===== config.mk =====
export PLATFORM = sky130hd
export DESIGN_NAME = cdb_arbiter_flat
export DESIGN_NICKNAME = d
export VERILOG_FILES = /design/src/rtl/cdb_arbiter_if.sv /design/src/rtl/cdb_arbiter.sv /design/src/flat_wrapper.sv
export SDC_FILE = /design/constraint.sdc
export NUM_CORES = 1
export LEC_CHECK = 0
export CORE_MARGIN = 1.5
export CORE_UTILIZATION = 45
export DETAILED_ROUTE_END_ITERATION = 12
export HOLD_SLACK_MARGIN = 0.03
export PLACE_DENSITY_LB_ADDON = 0.15
export SYNTH_ARGS = -nofsm -noshare
export SYNTH_HDL_FRONTEND = slang
export SYNTH_SLANG_ARGS = --single-unit

===== constraint.sdc =====
create_clock -name clock -period 8.7 [get_ports clock]
set_input_delay 0.87 -clock clock [delete_from_list [all_inputs] [get_ports clock]]
set_output_delay 0.87 -clock clock [all_outputs]
set_load 0.05 [all_outputs]

===== src/rtl/cdb_arbiter_if.sv =====
// ---------------------------------------------------------------------------
// cdb_arbiter_if
//
// Purpose:
//   Bundles the functional-unit completion handshake and the common data bus
//   (CDB) broadcast outputs of cdb_arbiter into one interface.
//
// Signals:
//   fu_valid  [N_FU]            FU i holds a completed result awaiting broadcast
//   fu_tag    [N_FU][CDB_BITS]  destination physical tag of FU i
//   fu_ready  [N_FU]            combinational grant back to FU i
//   cdb_tag   [N_WAY][CDB_BITS] registered broadcast tags (0 on an idle lane)
//   cdb_valid [N_WAY]           registered lane-valid flags
//   rr_ptr    [PTR_W]           current round-robin start index (debug)
//   grant_cnt / stall_cnt [32]  performance counters, only with CDB_ARB_PERF_EN
//
// Modports:
//   master - the FU / consumer side (drives requests, observes the bus)
//   slave  - the arbiter side
//
// Configuration macro: CDB_ARB_PERF_EN adds the two performance counters.
// ---------------------------------------------------------------------------
`ifndef N_WAY
`define N_WAY 3
`endif
`ifndef CDB_BITS
`define CDB_BITS 6
`endif

interface cdb_arbiter_if #(
  parameter int N_FU     = 5,
  parameter int N_WAY    = `N_WAY,
  parameter int CDB_BITS = `CDB_BITS
);
  localparam int PTR_W = (N_FU > 1) ? $clog2(N_FU) : 1;

  logic [N_FU-1:0]                 fu_valid;
  logic [N_FU-1:0][CDB_BITS-1:0]   fu_tag;
  logic [N_FU-1:0]                 fu_ready;
  logic [N_WAY-1:0][CDB_BITS-1:0]  cdb_tag;
  logic [N_WAY-1:0]                cdb_valid;
  logic [PTR_W-1:0]                rr_ptr;

`ifdef CDB_ARB_PERF_EN
  logic [31:0]                     grant_cnt;
  logic [31:0]                     stall_cnt;

  modport master (
    output fu_valid, fu_tag,
    input  fu_ready, cdb_tag, cdb_valid, rr_ptr, grant_cnt, stall_cnt
  );

  modport slave (
    input  fu_valid, fu_tag,
    output fu_ready, cdb_tag, cdb_valid, rr_ptr, grant_cnt, stall_cnt
  );
`else
  modport master (
    output fu_valid, fu_tag,
    input  fu_ready, cdb_tag, cdb_valid, rr_ptr
  );

  modport slave (
    input  fu_valid, fu_tag,
    output fu_ready, cdb_tag, cdb_valid, rr_ptr
  );
`endif

endinterface


===== src/rtl/cdb_arbiter.sv =====
// ---------------------------------------------------------------------------
// cdb_arbiter
//
// Purpose:
//   Shares N_WAY common data bus lanes among N_FU functional-unit completion
//   requesters. Each cycle up to N_WAY requesters with a nonzero tag are
//   granted in round-robin order starting at rr_ptr; their tags are placed on
//   lanes 0..N_WAY-1 in scan order and broadcast one cycle later. Tag 0 means
//   "no broadcast": such a request is acknowledged at once, uses no lane and
//   leaves the pointer alone.
//
// Ports:
//   clock  - system clock, all state updates on posedge
//   reset  - synchronous, active-high
//   bus    - cdb_arbiter_if.slave: fu_valid/fu_tag in, fu_ready (comb) out,
//            cdb_tag/cdb_valid/rr_ptr (registered) out, plus grant_cnt and
//            stall_cnt when CDB_ARB_PERF_EN is defined
//
// Configuration macro: CDB_ARB_PERF_EN
//   Defined   -> grant_cnt counts granted lanes, stall_cnt counts cycles in
//                which a real (nonzero-tag) request was refused.
//   Undefined -> no counter logic; the interface carries no counter signals.
// ---------------------------------------------------------------------------
`ifndef N_WAY
`define N_WAY 3
`endif
`ifndef CDB_BITS
`define CDB_BITS 6
`endif

module cdb_arbiter #(
  parameter int N_FU     = 5,
  parameter int N_WAY    = `N_WAY,
  parameter int CDB_BITS = `CDB_BITS
) (
  input  logic          clock,
  input  logic          reset,
  cdb_arbiter_if.slave  bus
);

  localparam int PTR_W  = (N_FU > 1)  ? $clog2(N_FU)  : 1;
  localparam int LANE_W = (N_WAY > 1) ? $clog2(N_WAY) : 1;

  logic [PTR_W-1:0]                r_rrPtr;
  logic [N_WAY-1:0][CDB_BITS-1:0]  r_cdbTag;
  logic [N_WAY-1:0]                r_cdbValid;

  logic [N_FU-1:0]                 w_fuReady;
  logic [N_WAY-1:0][CDB_BITS-1:0]  w_laneTag;
  logic [N_WAY-1:0]                w_laneValid;
  int                              w_grantCount;
  logic [PTR_W-1:0]                w_lastIdx;
  logic [PTR_W-1:0]                w_nextPtr;
  logic                            w_anyGrant;
  logic                            w_stall;

  // Round-robin scan starting at r_rrPtr. The index is advanced with an
  // explicit wrap so no FU can be visited twice in one cycle. Tag-0 requests
  // are acknowledged without taking a lane; nonzero tags fill lanes in scan
  // order until all N_WAY lanes are used, after which any further real
  // request is a stall.
  always_comb begin
    logic [PTR_W-1:0]   idx;
    logic [LANE_W-1:0]  laneSel;

    w_fuReady    = '0;
    w_laneTag    = '0;
    w_laneValid  = '0;
    w_grantCount = 0;
    w_lastIdx    = '0;
    w_stall      = 1'b0;
    idx          = r_rrPtr;
    laneSel      = '0;

    for (int k = 0; k < N_FU; k++) begin
      if (bus.fu_valid[idx]) begin
        if (bus.fu_tag[idx] == '0) begin
          w_fuReady[idx] = 1'b1;
        end else if (w_grantCount < N_WAY) begin
          laneSel              = w_grantCount[LANE_W-1:0];
          w_fuReady[idx]       = 1'b1;
          w_laneTag[laneSel]   = bus.fu_tag[idx];
          w_laneValid[laneSel] = 1'b1;
          w_lastIdx            = idx;
          w_grantCount         = w_grantCount + 1;
        end else begin
          w_stall = 1'b1;
        end
      end
      idx = (idx == PTR_W'(N_FU - 1)) ? '0 : idx + 1'b1;
    end

    // Handshakes are dropped while reset is asserted.
    if (reset) begin
      w_fuReady = '0;
    end
  end

  // The next scan starts just after the last FU that actually took a lane.
  always_comb begin
    w_anyGrant = (w_grantCount != 0);
    w_nextPtr  = (w_lastIdx == PTR_W'(N_FU - 1)) ? '0 : w_lastIdx + 1'b1;
  end

  // Every lane is rewritten each cycle so an idle lane always reads tag 0,
  // valid 0 and never carries a stale broadcast.
  always_ff @(posedge clock) begin
    if (reset) begin
      r_rrPtr    <= '0;
      r_cdbTag   <= '0;
      r_cdbValid <= '0;
    end else begin
      r_cdbTag   <= w_laneTag;
      r_cdbValid <= w_laneValid;
      if (w_anyGrant) begin
        r_rrPtr <= w_nextPtr;
      end
    end
  end

  assign bus.fu_ready  = w_fuReady;
  assign bus.cdb_tag   = r_cdbTag;
  assign bus.cdb_valid = r_cdbValid;
  assign bus.rr_ptr    = r_rrPtr;

`ifdef CDB_ARB_PERF_EN
  logic [31:0] r_grantCnt;
  logic [31:0] r_stallCnt;

  // Free-running counters that wrap naturally at 2^32.
  always_ff @(posedge clock) begin
    if (reset) begin
      r_grantCnt <= '0;
      r_stallCnt <= '0;
    end else begin
      r_grantCnt <= r_grantCnt + w_grantCount[31:0];
      if (w_stall) begin
        r_stallCnt <= r_stallCnt + 32'd1;
      end
    end
  end

  assign bus.grant_cnt = r_grantCnt;
  assign bus.stall_cnt = r_stallCnt;
`endif

endmodule


===== src/flat_wrapper.sv =====
// flat-port wrapper written by rule: the top's interface ports become plain ports
module cdb_arbiter_flat 
#(
  parameter int N_FU     = 5,
  parameter int N_WAY    = `N_WAY,
  parameter int CDB_BITS = `CDB_BITS
)
  (clock, reset, bus_fu_valid, bus_fu_tag, bus_fu_ready, bus_cdb_tag, bus_cdb_valid, bus_rr_ptr);
  cdb_arbiter_if #(.N_FU(N_FU), .N_WAY(N_WAY), .CDB_BITS(CDB_BITS)) bus_i ();
  input  logic clock;
  input  logic reset;
  input wire logic [$bits(bus_i.fu_valid)-1:0] bus_fu_valid;
  input wire logic [$bits(bus_i.fu_tag)-1:0] bus_fu_tag;
  output wire logic [$bits(bus_i.fu_ready)-1:0] bus_fu_ready;
  output wire logic [$bits(bus_i.cdb_tag)-1:0] bus_cdb_tag;
  output wire logic [$bits(bus_i.cdb_valid)-1:0] bus_cdb_valid;
  output wire logic [$bits(bus_i.rr_ptr)-1:0] bus_rr_ptr;
  assign bus_i.fu_valid = bus_fu_valid;
  assign bus_i.fu_tag = bus_fu_tag;
  assign bus_fu_ready = bus_i.fu_ready;
  assign bus_cdb_tag = bus_i.cdb_tag;
  assign bus_cdb_valid = bus_i.cdb_valid;
  assign bus_rr_ptr = bus_i.rr_ptr;
  cdb_arbiter #(.N_FU(N_FU), .N_WAY(N_WAY), .CDB_BITS(CDB_BITS)) u_core (.clock(clock), .reset(reset), .bus(bus_i));
endmodule

After elaboration in Yosys (flattened, before gate mapping)
Cells that the tools add are included.
- latch bits: 0
- output and inout port bits: 29
- input port bits: 37
- bits in writable memories: 0
- memories: 0
- bits in registers: 24
- ROM bits: 0
- logic and storage cells: 189
- bitwise gates (word level): 8
- multiplexer cells: 125
- equality and inequality tests: 5
- shifts and indexed selects: 0
- $mul: 0
- divide/modulo/power cells: 0
- reductions and logical operators: 15
- add/subtract/negate cells: 9
- $lt $le $gt $ge: 22
- operators by type and width (cell ; count):
    32-bit two-way mux ; 13
    18-bit two-way mux ; 12
    32-bit by 2-bit adder with 32-bit output (second input constant) ; 4
    32-bit by 3-bit < comparator with 1-bit output (second input constant) ; 4
    3-bit two-way mux ; 31
    6-bit binary-select mux with 3-bit select ; 5
    18-bit bitwise mux ; 4
    5-bit two-way mux ; 14
    6-bit two-way mux ; 11
    6-bit demux with 2-bit select ; 4
    32-bit nonzero test ; 1
    6-bit zero test ; 5
    3-bit by 4-bit < comparator with 1-bit output (second input constant) ; 5
    5-bit OR ; 4
    1-bit two-way mux ; 17
    3-bit by 1-bit adder with 3-bit output (second input constant) ; 5
    1-bit binary-select mux with 3-bit select ; 5
    1-bit demux with 3-bit select ; 5
    3-bit == test (second input constant) ; 5
    3-bit by 1-bit >= comparator with 1-bit output (second input constant) ; 5
    2-bit by 3-bit < comparator with 1-bit output (second input constant) ; 4
    1-bit logical AND ; 9
    3-bit OR ; 3
    1-bit demux with 2-bit select ; 4
    2 further kinds ; 5

Depth between registers and ports, before layout
Gate-level depths: netlist (run 1).
- depth in word-level cells: 25
- depth in mapped cells: 28
- gate-level depth less buffers: 23

Least setup slack after synthesis (run 1)
OpenSTA, ideal clock, no wires.
- path kind: reg2out
- from: register u_core.r_rrPtr[0], in the netlist u_core.bus.rr_ptr[0]
- to: output port bus_fu_ready[0]
- cell stages (with the launch flop): 25
- path buffers: 6
- data required time: 7.830 ns
- slack: 1.118 ns
- arrival time: 6.712 ns
- cell sequence: dfxtp_1 buf_2 buf_1 inv_1 ha_1 buf_2 a21oi_2 inv_2 ha_1 o21ai_2 a22o_2 inv_1 buf_2 buf_1 ha_1 or4_4 and2_1 buf_6 a32o_1 and4b_4 a311oi_2 o21ai_0 nand2_1 or3_1 a31oi_1
- word-level cells in the longest chain between the ends: 23
- elaborated cells between the ends (all ways): 98
- classes of those cells: 7 x add/sub; 14 x order compare; 4 x eq/ne; 59 x mux; 4 x bitwise; 10 x reduce/logical
- ends and longest elaborated chain (what ; line ; source):
    start, declared ; cdb_arbiter.sv:44 ; logic [PTR_W-1:0] r_rrPtr;
    start signal, assigned ; cdb_arbiter.sv:116 ; r_rrPtr <= w_nextPtr;
    branches (longest 21 deep; another with 32-bit by 2-bit adder with 32-bit output) ; - ;
    5-bit two-way mux * ; cdb_arbiter.sv:76 ; if (bus.fu_valid[idx]) begin
    5-bit two-way mux * ; cdb_arbiter.sv:94 ; if (reset) begin
    end, declared ; flat_wrapper.sv:14 ; output wire logic [$bits(bus_i.fu_ready)-1:0] bus_fu_ready;
Every way passes the cells marked *. The select of a mux whose other input is x is not followed.

Final worst setup path (run 1)
- from: register u_core.r_rrPtr[0], in the netlist u_core.bus.rr_ptr[0]
- to: output port bus_fu_ready[4]
The elaborated chain is that of the path after synthesis.

==> results.toml, run 1 <==
[global_routing]
globalRouteOverflowTotal = 0
grt.total_usage_pct = 40.8
grt_max_degree = 52
antenna_found_initial = 0
grt_pass1_wl_um = 31700
grt_pass1_vias = 5479

[sta]
finClkSkew_ns = 0.00802
rsz0062_at_grt = "false"
timing.setup.tns_ns = 0
fin_crit_ns = 8.19
finalCritPeriodShare_pct = 94.2
max_freq_mhz = 122
worst_pin_slew_ns = 0.985
slew_headroom_pct = 34.1
final_hold_viol_count = 0
slew_viol_final = 0
final-setup-viol-count = 0

[yosys]
syn_inst = 613
synth_top_family_by_area = "compound AO/OA/AOI/OAI gates"
synthAdderAreaFrac_pct = 3.13
async_flop_share_pct = 0
synth_compound_area_share_pct = 38.9
synth_simple_gate_area_share_pct = 28.7
yosysSeqAreaShare_pct = 11.1
synth-xor-area-share_pct = 0.608
synth.avg_cell_area_um2 = 7.05
synth_ff_type = "dfxtp_1"
muxShareOfSynthArea_pct = 10.5
synthesis.area_um2 = 4320
synth_edf_count = 0
ys_seq_elements = 24
synthDistinctLibCells = 79
synth_nets = 660
ys_warn_count = 0

[layout]
drive_gt1_share_pct = 8.74
nFillCells = 912
final_nets = 700
area_growth_pct = 18.9
antenna_cells = 0
final_cell_mix = "nand2_1, clkdlybuf4s50_1, nor2_1"

[setup_path]
cpMostUsedCell = "ha_1"
cp-start-kind = "flip-flop"
end_kind = "primary output"
cp_max_fo = 14
arrival_ns = 7.32
r2r_setup_slack_ns = 1.64
slowest_stage = "clkdlybuf4s50_1"
crit_family = "compound AO/OA/AOI/OAI gates"
cp_cell_sequence = "inv_1 -> ha_1 -> a21oi_4 -> inv_2 -> ha_1 -> nand4bb_1 -> and3_2 -> clkinv_1 -> ha_1 -> inv_1 -> a31oi_2 -> a32oi_1 -> a32oi_1 -> and4b_4 -> a311oi_2 -> o21ai_0 -> and2_1 -> o31ai_1 -> a21oi_1 -> clkdlybuf4s50_1"
crit_type = "reg2out"
ff2ff_path_depth = 21
slowest_delay_ns = 0.88
r2r-start = "u_core.bus.rr_ptr[0]"
critical_path_buf_inv_count = 5
r2r_end = "u_core.bus.rr_ptr[2]"
required_ns = 7.83
startpoint = "u_core.bus.rr_ptr[0]"

[route]
drt_pass1_iterations = 7
vias = 5909
ant_nets = 0
drc = 0
wl_um = 20700
vias_per_cell = 7.57
avgRoutedWirePerCell_um = 26.5
drtIter0Drc = 866

[die]
dieWidth_um = 101
core_area_um2 = 9280
pin_count = 66
dieArea_um2 = 10200
dieHeight_um = 101
rows = 35
start_util_pct = 46.6

[clocking]
root_buffer = "clkbuf_8"
numCtsBuffers = 3
postCtsSetupRepairBufs = 0
cts.sinks = 24
ctsHoldBuffers = 0
htreeDepth = 1
clk_latency_ns = 0.27
clk_pin_slew_ns = 0.09
cts_buffer_depth = 2
cts_tree = "done"

[min_path]
min_path_cells = 3
hp-class = "reg2reg"
hp-start = "u_core.bus.rr_ptr[1]"
holdPathEnd = "u_core.bus.rr_ptr[1]"

[placement]
portBuffers = 65
gp_congestion = 1.07
hpwl_um = 15700

[run]
cap_violations = 0

[run_status]
outcome = "finished clean"
## Yosys cell counts, types with 10 or more instances
| cell | instances | area share [%] |
|---|---|---|
| o21ai_0 | 35 | 4.1 |
| o32ai_1 | 15 | 3.0 |
| mux4_2 | 10 | 5.2 |
| nor2_1 | 37 | 3.2 |
| nand4_1 | 10 | 1.4 |
| a32oi_1 | 12 | 2.4 |
| dfxtp_1 | 24 | 11 |
| nand2_1 | 63 | 5.5 |
| a31oi_1 | 15 | 2.2 |
| o211ai_1 | 15 | 2.6 |
| buf_2 | 15 | 1.7 |
| nor3_1 | 22 | 2.5 |
| a211oi_1 | 12 | 2.1 |
| mux2i_1 | 16 | 3.7 |
| and2_1 | 15 | 2.2 |
| nand3_1 | 25 | 2.9 |
| or4_1 | 12 | 2.1 |
| clkbuf_1 | 21 | 1.8 |
| inv_1 | 28 | 2.4 |
| a21oi_1 | 36 | 4.2 |
| ha_1 | 10 | 2.9 |
| nor4_1 | 11 | 1.6 |
## per-layer routing
layer / up-vias / part of all wire (%) / track usage [%]
li1: 2497 / - / -
met1: 2743 / 37 / 53.4
met2: 547 / 42 / 62.2
met3: 122 / 13 / 9.08
met4: 0 / 7.0 / 22.1
met5: - / 0 / 0
## sequential cells by signal, summed over array words and instances, names as in the netlist
| name | count |
|---|---|
| u_core.bus.rr_ptr | 3 |
| u_core.bus.cdb_tag | 18 |
| u_core.bus.cdb_valid | 3 |
## cell type report
class                      instances  area (µm²)  share of cell area, %
timing repair buffer              79         751                   14.6
clock buffer                       3        41.3                  0.804
inverter                          30         113                   2.19
multi-input combinational        515        3560                   69.3
tap                              129         161                   3.14
sequential                        24         482                   9.37
clock inverter                     1        30.0                  0.584
## kinds of logic after synthesis
logic type	count (synthesis)
XOR/XNOR	3
multiplexers	32
buffers and inverters	74
flip-flops	24
AO/OA/AOI/OAI	232
AND/OR/NAND/NOR	237
adder cells (fa/ha/maj)	11
## worst max path at each step
stage,end,depth (start not counted)
floorplan,bus_fu_ready[0],24
global placement,bus_fu_ready[4],20
detailed placement,bus_fu_ready[4],20
CTS,bus_fu_ready[4],20
global route,bus_fu_ready[4],20
finish,bus_fu_ready[4],20
## repair_timing
action / CTS / global route
endpoints found under the setup margin: 0 / 5
gates resized for setup: 0 / 3
hold endpoints to repair: 0 / 0
## worst min-delay path, cell delays in order (launching register included)
cell	delay, ns
dfxtp_1	0.34
buf_4	0.23
nand2_1	0.11
a21oi_1	0.06
## per-stage QoR
stage / cells / utilization (%) / hold WS (ns) / instance area (µm²) / worst slack, ns
6_report: 781 / 55.4 / 0.774 / 5140 / 0.505
4_1_cts: 781 / 55.2 / 0.744 / 5120 / 0.152
2_1_floorplan: 613 / - / 0.969 / 4320 / 1.12
5_1_grt: 781 / 55.4 / 0.781 / 5140 / 0.104
3_3_place_gp: 777 / 54.4 / 0.702 / 5050 / 0.988
3_5_place_dp: 777 / 54.4 / 0.732 / 5050 / 0.486
Power of run 1 is not shown: default switching activity piles up to over one toggle a cycle in this logic, so the estimate is an artifact.
==> run 2, diff against run 1 <==
--- a/config.mk
+++ b/config.mk
@@ -5,7 +5,6 @@
 export SDC_FILE = /design/constraint.sdc
 export NUM_CORES = 1
 export LEC_CHECK = 0
-export CORE_MARGIN = 1.5
 export CORE_UTILIZATION = 45
 export DETAILED_ROUTE_END_ITERATION = 12
 export HOLD_SLACK_MARGIN = 0.03
==> run 2 against run 1 <==
Utilization fell by 0.24 points. Worst hold slack got worse by 0.036 ns. Die area fell by 2.0%. Global-route usage rose by 1.5 points. Cell area fell by 0.44%.
==> results.toml, run 2 (synthesis results as in run 1) <==
[clocking]
clk_latency_ns = 0.27
numCtsBuffers = 3
cts_tree = "done"
cts_buffer_depth = 2
clk_pin_slew_ns = 0.09
cts.sinks = 24
ctsHoldBuffers = 0
htreeDepth = 1
root_buffer = "clkbuf_8"

[global_routing]
grt_pass1_vias = 5240
grt_max_degree = 52
globalRouteOverflowTotal = 0
antenna_found_initial = 1
grt.total_usage_pct = 42.2
grt_pass1_wl_um = 31800

[placement]
dp.cells = 775
hpwl_um = 16000
portBuffers = 65
gp_congestion = 1.05
post-place-ws_ns = 0.694

[setup_path]
required_ns = 7.83
slowest_delay_ns = 0.88
cp-start-kind = "flip-flop"
r2r_end = "u_core.bus.rr_ptr[2]"
cp_cell_sequence = "inv_1 -> ha_1 -> a21oi_2 -> inv_2 -> ha_1 -> nand4bb_1 -> and3_2 -> clkinv_1 -> ha_1 -> inv_1 -> a31oi_2 -> a32oi_1 -> a32oi_1 -> and4b_4 -> a311oi_2 -> o21ai_0 -> and2_1 -> o31ai_1 -> a21oi_1 -> clkdlybuf4s50_1"
end_kind = "primary output"
arrival_ns = 7.28
ff2ff_path_depth = 21
cp_max_fo = 13
crit_type = "reg2out"
r2r-start = "u_core.bus.rr_ptr[0]"
slowest_stage = "clkdlybuf4s50_1"
r2r_setup_slack_ns = 1.68
cpMostUsedCell = "ha_1"

[sta]
max_freq_mhz = 123
slew_viol_final = 0
finalCritPeriodShare_pct = 93.7
final_hold_viol_count = 0
rsz0062_at_grt = "false"
final-setup-viol-count = 0
worst_slack_ns = 0.547
slew_headroom_pct = 15.2
finClkSkew_ns = 0.00513
timing.setup.tns_ns = 0
worst_pin_slew_ns = 1.26
fin_crit_ns = 8.15

[route]
drt_pass1_iterations = 7
drtIter0Drc = 857
drc = 0
ant_nets = 0
vias = 5812
avgRoutedWirePerCell_um = 27.1
wl_um = 21100
vias_per_cell = 7.46

[layout]
largest_register_ffs = 18
final_nets = 698
stdcell_count = 779
drive_gt1_share_pct = 8.46
final_cell_mix = "nand2_1, clkdlybuf4s50_1, nor2_1"
area_growth_pct = 18.4
antenna_cells = 0
postLayoutCoreUtil_pct = 55.1

[die]
dieHeight_um = 100
core_area_um2 = 9280
rows = 35
start_util_pct = 46.6
dieArea_um2 = 10000
pin_count = 66
dieWidth_um = 100

[min_path]
hp-start = "u_core.bus.rr_ptr[1]"
holdPathEnd = "u_core.bus.rr_ptr[1]"
hp-class = "reg2reg"
min_path_cells = 3

[run_status]
outcome = "finished clean"

[run]
cap_violations = 0
-- run 2: cell types whose count changed in the layout (fill, tap and decap cells not counted) --
cell / delta
a21oi_2: +1
buf_4: -2
a21oi_4: -1
-- run 2: per-stage QoR --
| stage | instance area, µm² | hold WS, ns |
|---|---|---|
| after floorplan | 4320 | 0.969 |
| after global placement | 5040 | 0.700 |
| after detailed placement | 5040 | 0.714 |
| after CTS | 5110 | 0.726 |
| after global routing | 5120 | 0.791 |
| final | 5120 | 0.739 |
-- run 2: layout make-up --
cell class                      count  area, µm²
Fill cell                         922       4170
Multi-Input combinational cell    515       3550
Timing Repair Buffer               77        736
Sequential cell                    24        482
Tap cell                          129        161
Inverter                           30        113
Clock buffer                        3       41.3
Clock inverter                      1       30.0
-- run 2: how the worst max path moves through the flow --
stage | start | endpoint | slack [ns]
global placement | u_core.bus.rr_ptr[0] | bus_fu_ready[4] | 1.04
finish | u_core.bus.rr_ptr[0] | bus_fu_ready[4] | 0.55
floorplan | u_core.bus.rr_ptr[0] | bus_fu_ready[0] | 1.12
global route | u_core.bus.rr_ptr[0] | bus_fu_ready[4] | 0.17
detailed placement | u_core.bus.rr_ptr[0] | bus_fu_ready[4] | 0.69
CTS | u_core.bus.rr_ptr[0] | bus_fu_ready[4] | 0.37
-- run 2: critical path: cells and delay by family, from the launching register on --
kind                       cells  cell delay [ns]
DFF                            1             0.47
and+or+nand+nor                4             1.14
AOI/OAI and AO/OA              8             2.38
adders and majority gates      3             1.29
buffers and inverters          5             1.69
-- run 2: timing repair --
action / in CTS / in global routing
endpoints found under the setup margin: 0 / 3
buffers inserted: 0 / 0
gates resized for setup: 0 / 2
-- run 2: metal layers --
metal	track usage [%]	part of all wire, %	vias to the layer above
li1	-	-	2493
met1	57.2	38	2628
met2	63.7	42	571
met3	9.68	14	120
met4	19.5	6.4	0
met5	0	0	-
Power of run 2 is left out for the same reason.
==> run 3, diff against run 2 <==
--- a/config.mk
+++ b/config.mk
@@ -5,8 +5,10 @@
 export SDC_FILE = /design/constraint.sdc
 export NUM_CORES = 1
 export LEC_CHECK = 0
+export ABC_CLOCK_PERIOD_IN_PS = 8700
 export CORE_UTILIZATION = 45
 export DETAILED_ROUTE_END_ITERATION = 12
+export DONT_BUFFER_PORTS = 1
 export HOLD_SLACK_MARGIN = 0.03
 export PLACE_DENSITY_LB_ADDON = 0.15
 export SYNTH_ARGS = -nofsm -noshare
==> run 3 against run 2 <==
Via count fell by 7.2%. First-iteration DRC count is 23% lower. Sequential share of layout area up 1.4 points. Maximum frequency up 0.65%. Die area did not move. Count of clock-buffer cells in the layout unchanged. Critical path type unchanged. Critical endpoint is now bus_fu_ready[1].
==> results.toml, run 3 (synthesis results as in run 1) <==
[run_status]
outcome = "finished clean"

[setup_path]
crit_family = "compound AO/OA/AOI/OAI gates"
cp_max_fo = 50
cp-start-kind = "flip-flop"
required_ns = 7.83
arrival_ns = 7.23
r2r_setup_slack_ns = 1.24
slowest_delay_ns = 0.71
cp_cell_sequence = "buf_4 -> ha_1 -> a21o_1 -> a22o_2 -> inv_1 -> ha_1 -> inv_1 -> a31oi_1 -> a32oi_1 -> a32oi_1 -> and4b_4 -> a311oi_2 -> o21ai_0 -> nand2_1 -> or3_1 -> a31oi_1 -> buf_4"
end_kind = "primary output"
slowest_stage = "ha_1"
crit_type = "reg2out"
ff2ff_path_depth = 18
path_depth = 17
critical_path_buf_inv_count = 4

[die]
dieHeight_um = 100
pin_count = 66
rows = 35
dieWidth_um = 100
start_util_pct = 46.6
core_area_um2 = 9280
dieArea_um2 = 10000

[layout]
area_growth_pct = 3.39
drive_gt1_share_pct = 9.04
final_cell_mix = "nand2_1, nor2_1, a21oi_1"
antenna_cells = 0
stdcell_count = 715
largest_register_ffs = 18
final_common_cell = "nand2_1"
postLayoutCoreUtil_pct = 48.1
final_nets = 634

[placement]
hpwl_um = 15300
gp_congestion = 1.06
portBuffers = 0
dp.cells = 711

[route]
avgRoutedWirePerCell_um = 28.1
vias_per_cell = 7.54
wl_um = 20100
ant_nets = 0
vias = 5392
drt_pass1_iterations = 6
drc = 0
drtIter0Drc = 664

[clocking]
clk_pin_slew_ns = 0.10
cts_tree = "done"
root_buffer = "clkbuf_8"
cts_buffer_depth = 2
numCtsBuffers = 3
postCtsSetupRepairBufs = 0
clk_latency_ns = 0.27
ctsHoldBuffers = 0
htreeDepth = 1
cts.sinks = 24
cts.repair.resized = 0

[global_routing]
grt_pass1_vias = 4984
grt_pass1_wl_um = 30000
antenna_found_initial = 0
grt_max_degree = 52
grt.total_usage_pct = 40.2
globalRouteOverflowTotal = 0

[sta]
max_freq_mhz = 123
worst_pin_slew_ns = 1.25
final_hold_viol_count = 0
slew_headroom_pct = 16.3
final-setup-viol-count = 0
slew_viol_final = 0
finalCritPeriodShare_pct = 93.1
rsz0062_at_grt = "false"
fin_crit_ns = 8.10
timing.setup.tns_ns = 0
finClkSkew_ns = 0.00868

[run]
cap_violations = 0

[min_path]
hp-class = "reg2reg"
min_path_cells = 2
## run 3: path summary, 6_finish.rpt
check,from,endpoint
min reg2reg,u_core.bus.rr_ptr[0],u_core.bus.rr_ptr[0]
max reg2reg,u_core.bus.rr_ptr[0],u_core.bus.rr_ptr[2]
max,u_core.bus.rr_ptr[0],bus_fu_ready[1]
min,u_core.bus.rr_ptr[0],u_core.bus.rr_ptr[0]
## run 3: stage by stage
step	cell area (µm²)	hold WS (ns)	worst slack, ns
after floorplan	4320	0.969	1.12
after detailed placement	4400	0.628	1.18
final	4470	0.645	0.600
after global routing	4470	0.647	0.111
after global placement	4400	0.595	1.40
after CTS	4470	0.642	0.834
## run 3: layout make-up
class / instances / area (µm²)
Clock buffer: 3 / 41.3
Multi-Input combinational cell: 515 / 3540
Fill cell: 1012 / 4810
Inverter: 30 / 113
Tap cell: 129 / 161
Clock inverter: 1 / 30.0
Sequential cell: 24 / 483
Timing Repair Buffer: 13 / 97.6
## run 3: per-layer routing
metal	wire [µm]	track usage, %
met5	0	0
met2	8540	60.7
met1	7890	52.9
met3	2450	10.7
met4	1230	19.8
## run 3: worst register-to-register path: stages (launching register included)
cell and delay, ns:
dfxtp_2 0.33, buf_4 0.54, ha_1 0.71, a21o_1 0.39
a22o_2 0.61, inv_1 0.51, ha_1 0.72, inv_1 0.17
a31oi_1 0.59, a32oi_1 0.21, a32oi_1 0.43, and4b_4 0.37
a21boi_1 0.19, a221o_1 0.37, a31oi_1 0.28, inv_1 0.09
ha_1 0.20, or4_1 0.51, a31oi_1 0.17
Power of run 3 is left out for the same reason.
